$ cat config.mk
export PLATFORM = sky130hd
export DESIGN_NAME = serial_deframer_flat
export DESIGN_NICKNAME = d
export VERILOG_FILES = /design/src/rtl/serial_deframer_pkg.sv /design/src/rtl/serial_deframer_if.sv /design/src/rtl/serial_deframer_lane_shift_reg.sv /design/src/rtl/serial_deframer.sv /design/src/flat_wrapper.sv
export SDC_FILE = /design/constraint.sdc
export NUM_CORES = 1
export LEC_CHECK = 0
export ABC_AREA = 1
export CORE_UTILIZATION = 55
export DETAILED_ROUTE_END_ITERATION = 12
export PLACE_DENSITY = 0.79
export REMOVE_ABC_BUFFERS = 1
export SLEW_MARGIN = 20
export SYNTH_ARGS = -nofsm -noshare
export SYNTH_HDL_FRONTEND = slang
export SYNTH_HIERARCHICAL = 1
export SYNTH_SLANG_ARGS = --single-unit
$ cat constraint.sdc
create_clock -name clk -period 2.05 [get_ports clk]
set_clock_uncertainty 0.15 [all_clocks]
set_input_delay 0.41 -clock clk [delete_from_list [all_inputs] [get_ports clk]]
set_output_delay 0.41 -clock clk [all_outputs]
set_load 0.005 [all_outputs]
$ cat src/rtl/serial_deframer_pkg.sv
// Shared types and elaboration helpers for the serial deframer slice.
// Beat/counter sizing functions are evaluated at elaboration only.
// Holds the output-register state encoding used by the top module.
package deframer_pkg;

   // Output register occupancy: empty, or holding a word not yet taken.
   typedef enum logic {
      OUT_EMPTY = 1'b0,
      OUT_FULL  = 1'b1
   } out_state_t;

   // Number of valid beats that make up one word.
   function automatic int beats(input int ndata, input int lanes);
      return ndata / lanes;
   endfunction

   // Width of the beat counter; never narrower than one bit.
   function automatic int cnt_width(input int nbeat);
      return (nbeat <= 1) ? 1 : $clog2(nbeat);
   endfunction

   // Legal geometry: supported lane count and a whole number of beats per word.
   function automatic bit cfg_valid(input int ndata, input int lanes);
      return (lanes == 1 || lanes == 2 || lanes == 4 || lanes == 8) &&
             (ndata >= lanes) && ((ndata % lanes) == 0);
   endfunction

endpackage

$ cat src/rtl/serial_deframer_if.sv
// Beat-in / word-out bundle between the line receiver, deframer and consumer.
// Carries no logic; widths follow NDATA/LANES.
// slave = deframer side, master = the side feeding beats and taking words.
interface serial_deframer_if
#(
   parameter int NDATA = 128,
   parameter int LANES = 1
) ();
   import deframer_pkg::*;

   localparam int NBEAT = beats(NDATA, LANES);
   localparam int CW    = cnt_width(NBEAT);

   logic [LANES-1:0] din;
   logic             din_valid;
   logic             sof;
   logic [NDATA-1:0] dout;
   logic             dout_valid;
   logic             dout_ready;
   logic             overrun;
   logic [CW-1:0]    beat_cnt;

   modport slave (
      input  din, din_valid, sof, dout_ready,
      output dout, dout_valid, overrun, beat_cnt
   );

   modport master (
      output din, din_valid, sof, dout_ready,
      input  dout, dout_valid, overrun, beat_cnt
   );

endinterface

$ cat src/rtl/serial_deframer_lane_shift_reg.sv
// Directional multi-lane shift register; shifts LANES bits in per enabled edge.
// dout is the post-shift value (what the register holds after the next ena edge).
// No backpressure: shifts whenever ena is high.
module lane_shift_reg
#(
   parameter int WIDTH     = 128,
   parameter int LANES     = 1,
   parameter bit MSB_FIRST = 1'b1
) (
   input  logic             clk,
   input  logic             rst,
   input  logic             ena,
   input  logic [LANES-1:0] din,
   output logic [WIDTH-1:0] dout
);

   logic [WIDTH-1:0] r_sr;
   logic [WIDTH-1:0] w_shifted;

   // Shift direction picks where the newest beat lands in the word.
   generate
      if (WIDTH == LANES) begin : g_single
         assign w_shifted = din;
      end else if (MSB_FIRST) begin : g_msb
         assign w_shifted = {r_sr[WIDTH-LANES-1:0], din};
      end else begin : g_lsb
         assign w_shifted = {din, r_sr[WIDTH-1:LANES]};
      end
   endgenerate

   // Accumulate on every qualified beat; reset clears history.
   always_ff @(posedge clk) begin
      if (rst) begin
         r_sr <= '0;
      end else if (ena) begin
         r_sr <= w_shifted;
      end
   end

   // Exposing the shifted value lets the completing beat join its word with no extra cycle.
   assign dout = w_shifted;

endmodule

$ cat src/rtl/serial_deframer.sv
// Serial-to-parallel deframer: LANES-bit beats into NDATA-bit words, sof resync.
// Latency: word visible the cycle after its completing beat is sampled.
// Backpressure: one-word output register; a word completing while it is held and not taken is dropped with an overrun pulse.
module serial_deframer
   import deframer_pkg::*;
#(
   parameter int NDATA     = 128,
   parameter int LANES     = 1,
   parameter bit MSB_FIRST = 1'b1
) (
   input  logic             clk,
   input  logic             rst,
   serial_deframer_if.slave bus
);

   localparam int NBEAT = beats(NDATA, LANES);
   localparam int CW    = cnt_width(NBEAT);
   localparam logic [CW-1:0] LAST_BEAT = CW'(NBEAT - 1);
   localparam logic [CW-1:0] SOF_NEXT  = (NBEAT == 1) ? '0 : CW'(1);
   localparam bit            SOF_DONE  = (NBEAT == 1);

   generate
      if (!cfg_valid(NDATA, LANES)) begin : g_bad_cfg
         $error("serial_deframer: NDATA must be a multiple of LANES and LANES in {1,2,4,8}");
      end
   endgenerate

   logic [NDATA-1:0] w_word;
   logic             w_complete;
   logic [CW-1:0]    w_beat_cnt_nxt;
   logic [CW-1:0]    r_beat_cnt;
   logic             w_load;
   logic             w_drop;
   logic [NDATA-1:0] r_dout;
   logic             r_overrun;
   out_state_t       r_state;
   out_state_t       w_state_nxt;

   lane_shift_reg #(
      .WIDTH     (NDATA),
      .LANES     (LANES),
      .MSB_FIRST (MSB_FIRST)
   ) u_shift (
      .clk  (clk),
      .rst  (rst),
      .ena  (bus.din_valid),
      .din  (bus.din),
      .dout (w_word)
   );

   // Beat counting and word completion; sof restarts the word at this beat.
   always_comb begin
      w_complete     = 1'b0;
      w_beat_cnt_nxt = r_beat_cnt;
      if (bus.din_valid) begin
         if (bus.sof) begin
            w_complete     = SOF_DONE;
            w_beat_cnt_nxt = SOF_NEXT;
         end else if (r_beat_cnt == LAST_BEAT) begin
            w_complete     = 1'b1;
            w_beat_cnt_nxt = '0;
         end else begin
            w_beat_cnt_nxt = r_beat_cnt + 1'b1;
         end
      end
   end

   // Output register occupancy: load when free or being drained, otherwise drop.
   always_comb begin
      w_state_nxt = r_state;
      w_load      = 1'b0;
      w_drop      = 1'b0;
      case (r_state)
         OUT_EMPTY: begin
            if (w_complete) begin
               w_load      = 1'b1;
               w_state_nxt = OUT_FULL;
            end
         end
         OUT_FULL: begin
            if (w_complete) begin
               if (bus.dout_ready) begin
                  w_load = 1'b1;
               end else begin
                  w_drop = 1'b1;
               end
            end else if (bus.dout_ready) begin
               w_state_nxt = OUT_EMPTY;
            end
         end
         default: w_state_nxt = OUT_EMPTY;
      endcase
   end

   // Output state register.
   always_ff @(posedge clk) begin
      if (rst) begin
         r_state <= OUT_EMPTY;
      end else begin
         r_state <= w_state_nxt;
      end
   end

   // Beat counter, held word and overrun pulse.
   always_ff @(posedge clk) begin
      if (rst) begin
         r_beat_cnt <= '0;
         r_dout     <= '0;
         r_overrun  <= 1'b0;
      end else begin
         r_beat_cnt <= w_beat_cnt_nxt;
         r_overrun  <= w_drop;
         if (w_load) begin
            r_dout <= w_word;
         end
      end
   end

   assign bus.dout       = r_dout;
   assign bus.dout_valid = (r_state == OUT_FULL);
   assign bus.overrun    = r_overrun;
   assign bus.beat_cnt   = r_beat_cnt;

endmodule
$ cat src/flat_wrapper.sv
// flat-port wrapper written by rule: the top's interface ports become plain ports
module serial_deframer_flat import deframer_pkg::*;
#(
   parameter int NDATA     = 128,
   parameter int LANES     = 1,
   parameter bit MSB_FIRST = 1'b1
)
  (clk, rst, bus_din, bus_din_valid, bus_sof, bus_dout_ready, bus_dout, bus_dout_valid, bus_overrun, bus_beat_cnt);
  serial_deframer_if #(.NDATA(NDATA), .LANES(LANES)) bus_i ();
  input  logic clk;
  input  logic rst;
  input wire logic [$bits(bus_i.din)-1:0] bus_din;
  input wire logic [$bits(bus_i.din_valid)-1:0] bus_din_valid;
  input wire logic [$bits(bus_i.sof)-1:0] bus_sof;
  input wire logic [$bits(bus_i.dout_ready)-1:0] bus_dout_ready;
  output wire logic [$bits(bus_i.dout)-1:0] bus_dout;
  output wire logic [$bits(bus_i.dout_valid)-1:0] bus_dout_valid;
  output wire logic [$bits(bus_i.overrun)-1:0] bus_overrun;
  output wire logic [$bits(bus_i.beat_cnt)-1:0] bus_beat_cnt;
  assign bus_i.din = bus_din;
  assign bus_i.din_valid = bus_din_valid;
  assign bus_i.sof = bus_sof;
  assign bus_i.dout_ready = bus_dout_ready;
  assign bus_dout = bus_i.dout;
  assign bus_dout_valid = bus_i.dout_valid;
  assign bus_overrun = bus_i.overrun;
  assign bus_beat_cnt = bus_i.beat_cnt;
  serial_deframer #(.NDATA(NDATA), .LANES(LANES), .MSB_FIRST(MSB_FIRST)) u_core (.clk(clk), .rst(rst), .bus(bus_i));
endmodule
==> results.sh <==
export IMPL_outcome="finished clean"
export IMPL_grt_pass1_vias=9766
export IMPL_hold_buffers=0
export IMPL_cts_max_level=1
export IMPL_finalHoldViolations=0
export IMPL_synth_adder_area_share_pct=0.103
export IMPL_grt_ovfl_total=0
export IMPL_multi_input_comb_area_mm2=0.00439
export IMPL_crit_family="buffers and inverters"
export IMPL_maxCapViolCount=0
export IMPL_cts_tree="yes"
export IMPL_io_buffers=142
export IMPL_min_to="u_core/bus.beat_cnt[5]"
export IMPL_synth_area_mm2=0.0121
export IMPL_rsz0062_at_grt="false"
export IMPL_synth_top_family_by_area="simple AND/OR/NAND/NOR gates"
export IMPL_required_ns=1.49
export IMPL_slew_viol_final=0
export IMPL_path_buf_inv=1
export IMPL_syn_inst=1963
export IMPL_crit_path_end_kind="output port"
export IMPL_relSlewSlack_pct=61.5
export IMPL_crit_path_cell_trace="clkdlybuf4s50_1"
export IMPL_clk_latency_ns=0.52
export IMPL_post_cts_buffers=0
export IMPL_grt_max_degree=129
export IMPL_wl_per_cell_um=11.1
export IMPL_vdd_ir_drop_worst_uv=538
export IMPL_ys_seq_area_share_pct=43.5
export IMPL_pin_count=143
export IMPL_diodes=0
export IMPL_setup_viol=0
export IMPL_tightest_slew_ns=0.577
export IMPL_ys_types=20
export IMPL_r2r_cells=8
export IMPL_drt_iter0_drc=612
export IMPL_finalWirelength_um=26100
export IMPL_cts_buffer_depth=3
export IMPL_grt_usage_pct=23.3
export IMPL_tns_ns=0
export IMPL_clkSinkCount=264
export IMPL_synth_edf_count=0
export IMPL_hold_path_class="in2reg"
export IMPL_core_area_mm2=0.0218
export IMPL_post_route_min_period_ns=1.99
export IMPL_p_total_w=0.0110
export IMPL_final_common_cell="nand2_1"
export IMPL_hold_path_depth=4
export IMPL_grt_pass1_wl_um=44100
export IMPL_nets=2060
export IMPL_area_growth_pct=21.7
export IMPL_dpl_hpwl_um=16000
export IMPL_die_w_um=151
export IMPL_die_h_um=151
export IMPL_routed_via_density=4.62
export IMPL_place_congestion=0.804
export IMPL_numCtsBuffers=27
export IMPL_startpoint_type="flip-flop"
export IMPL_synthXorXnorAreaFrac_pct=0.0721
export IMPL_powerDensity_mw_per_mm2=743
export IMPL_nFillCells=1889
export IMPL_r2r_start="u_core/bus.beat_cnt[0]"
export IMPL_crit_type="reg2out"
export IMPL_fmax_ghz=0.502
export IMPL_ys_async_sr_fraction_pct=0
export IMPL_r2r_slack_ns=0.17
export IMPL_fin_crit_sh_pct=97.1
export IMPL_vias=10900
export IMPL_cts_clk_slew_worst_paths_ns=0.06
export IMPL_synth_compound_area_share_pct=0.340
export IMPL_drcViolationCount=0
export IMPL_dr_pass1_iters=5
export IMPL_yosys_mux_area_fraction_pct=0
export IMPL_yosys_warnings=6
export IMPL_max_stage_delay_ns=0.53
export IMPL_synth_main_ff_cell="dfxtp_1"
export IMPL_p_leak_nw=7.03
export IMPL_rr_endpoint="u_core/bus.dout[47]"
export IMPL_rows=54
export IMPL_ant_nets=0
export IMPL_ys_ff_latch=264
export IMPL_syn_avg_cell_area_um2=6.19
export IMPL_min_from="bus_din_valid"
export IMPL_register_area_mm2=0.00530
export IMPL_slowest_stage="clkdlybuf4s50_1"
export IMPL_final_cell_mix="nand2_1 (527), inv_1 (516), nor2_1 (387)"
export IMPL_initial_core_util_pct=55.8
export IMPL_whs_ns=0.122
export IMPL_layout_drive_gt1_share_pct=4.30
export IMPL_cp_arrival_ns=1.43
export IMPL_worstPathMaxFanout=2
export IMPL_yosys_area_share_simple_pct=35.5
export IMPL_antenna_found_initial=0
export IMPL_fp_dieArea_mm2=0.0227
export IMPL_root_buffer="clkbuf_16"
## timing repair
item / in CTS / in global routing
resized for setup: 1 / 6
cloned: 0 / 0
setup endpoints to repair: 1 / 6
## routing by layer
| metal | up-vias | track usage [%] | wire length (µm) |
|---|---|---|---|
| li1 | 5769 | - | - |
| met5 | - | 0 | 0 |
| met1 | 4810 | 30.9 | 12300 |
| met2 | 238 | 40.1 | 12000 |
| met4 | 0 | 5.85 | 441 |
| met3 | 42 | 3.06 | 1280 |
## registers in the layout, indices dropped and copies added (netlist names)
name and cells:
u_core/bus.beat_cnt 7, u_core/bus.dout 128, u_core/bus.dout_valid 1, u_core/bus.overrun 1, u_core/u_shift/r_sr 127
## final cells by class
cell class / count / share of cell area (%)
clock buffer: 38 / 5.19
sequential: 264 / 35.8
inverter: 520 / 13.2
clock inverter: 10 / 0.677
multi-input combinational: 1066 / 29.7
timing repair buffer: 174 / 13.0
tap: 280 / 2.37
## kinds of logic after synthesis
kind of cell / after synthesis
AND/OR/NAND/NOR: 1056
buffers and inverters: 633
flip-flops: 264
AO/OA/AOI/OAI: 8
XOR/XNOR: 1
adder cells (fa/ha/maj): 1
## cell usage after synthesis, drive strengths merged, types with 3 or more instances
| cell | n | area, µm² |
|---|---|---|
| clkbuf | 36 | 135 |
| nor2 | 390 | 1470 |
| buf | 77 | 403 |
| nand4 | 129 | 807 |
| nor3 | 3 | 15.0 |
| nand2 | 528 | 1980 |
| dfxtp | 264 | 5290 |
| nand3 | 6 | 30.0 |
| inv | 520 | 1950 |
| a21oi | 6 | 30.0 |
## per-stage QoR
stage / util [%] / setup slack [ns] / cell area [µm²] / std cells
2_1_floorplan: - / -4.54 / 11600 / 1850
3_3_place_gp: 63.9 / -0.0814 / 13900 / 2304
3_5_place_dp: 63.9 / -0.129 / 13900 / 2304
4_1_cts: 67.9 / 0.0171 / 14800 / 2352
5_1_grt: 67.9 / 0.00553 / 14800 / 2352
6_report: 67.9 / 0.0586 / 14800 / 2352
## power breakdown
part           total (W)  internal [W]  leakage [nW]  switching [W]
Combinational   0.000777      0.000283          4.44       0.000494
Clock            0.00479       0.00284         0.435        0.00195
Sequential       0.00541       0.00529          2.16       0.000119
Total             0.0110       0.00842          7.03        0.00256
## worst max-delay path by stage
| stage | startpoint | endpoint | slack (ns) | cells after the start |
|---|---|---|---|---|
| final | u_core/bus.dout[33] | bus_dout[33] | 0.06 | 1 |
| after global routing | u_core/bus.beat_cnt[1] | bus_beat_cnt[1] | 0.006 | 1 |
| after CTS | u_core/bus.beat_cnt[5] | bus_beat_cnt[5] | 0.02 | 1 |
| after detailed placement | bus_sof | u_core/bus.dout[35] | -0.13 | 7 |
| after global placement | bus_sof | u_core/bus.dout[120] | -0.08 | 7 |
| after floorplan | bus_dout_ready | u_core/bus.dout[120] | -4.54 | 6 |
No activity file was read; power rests on OpenSTA's default activity.
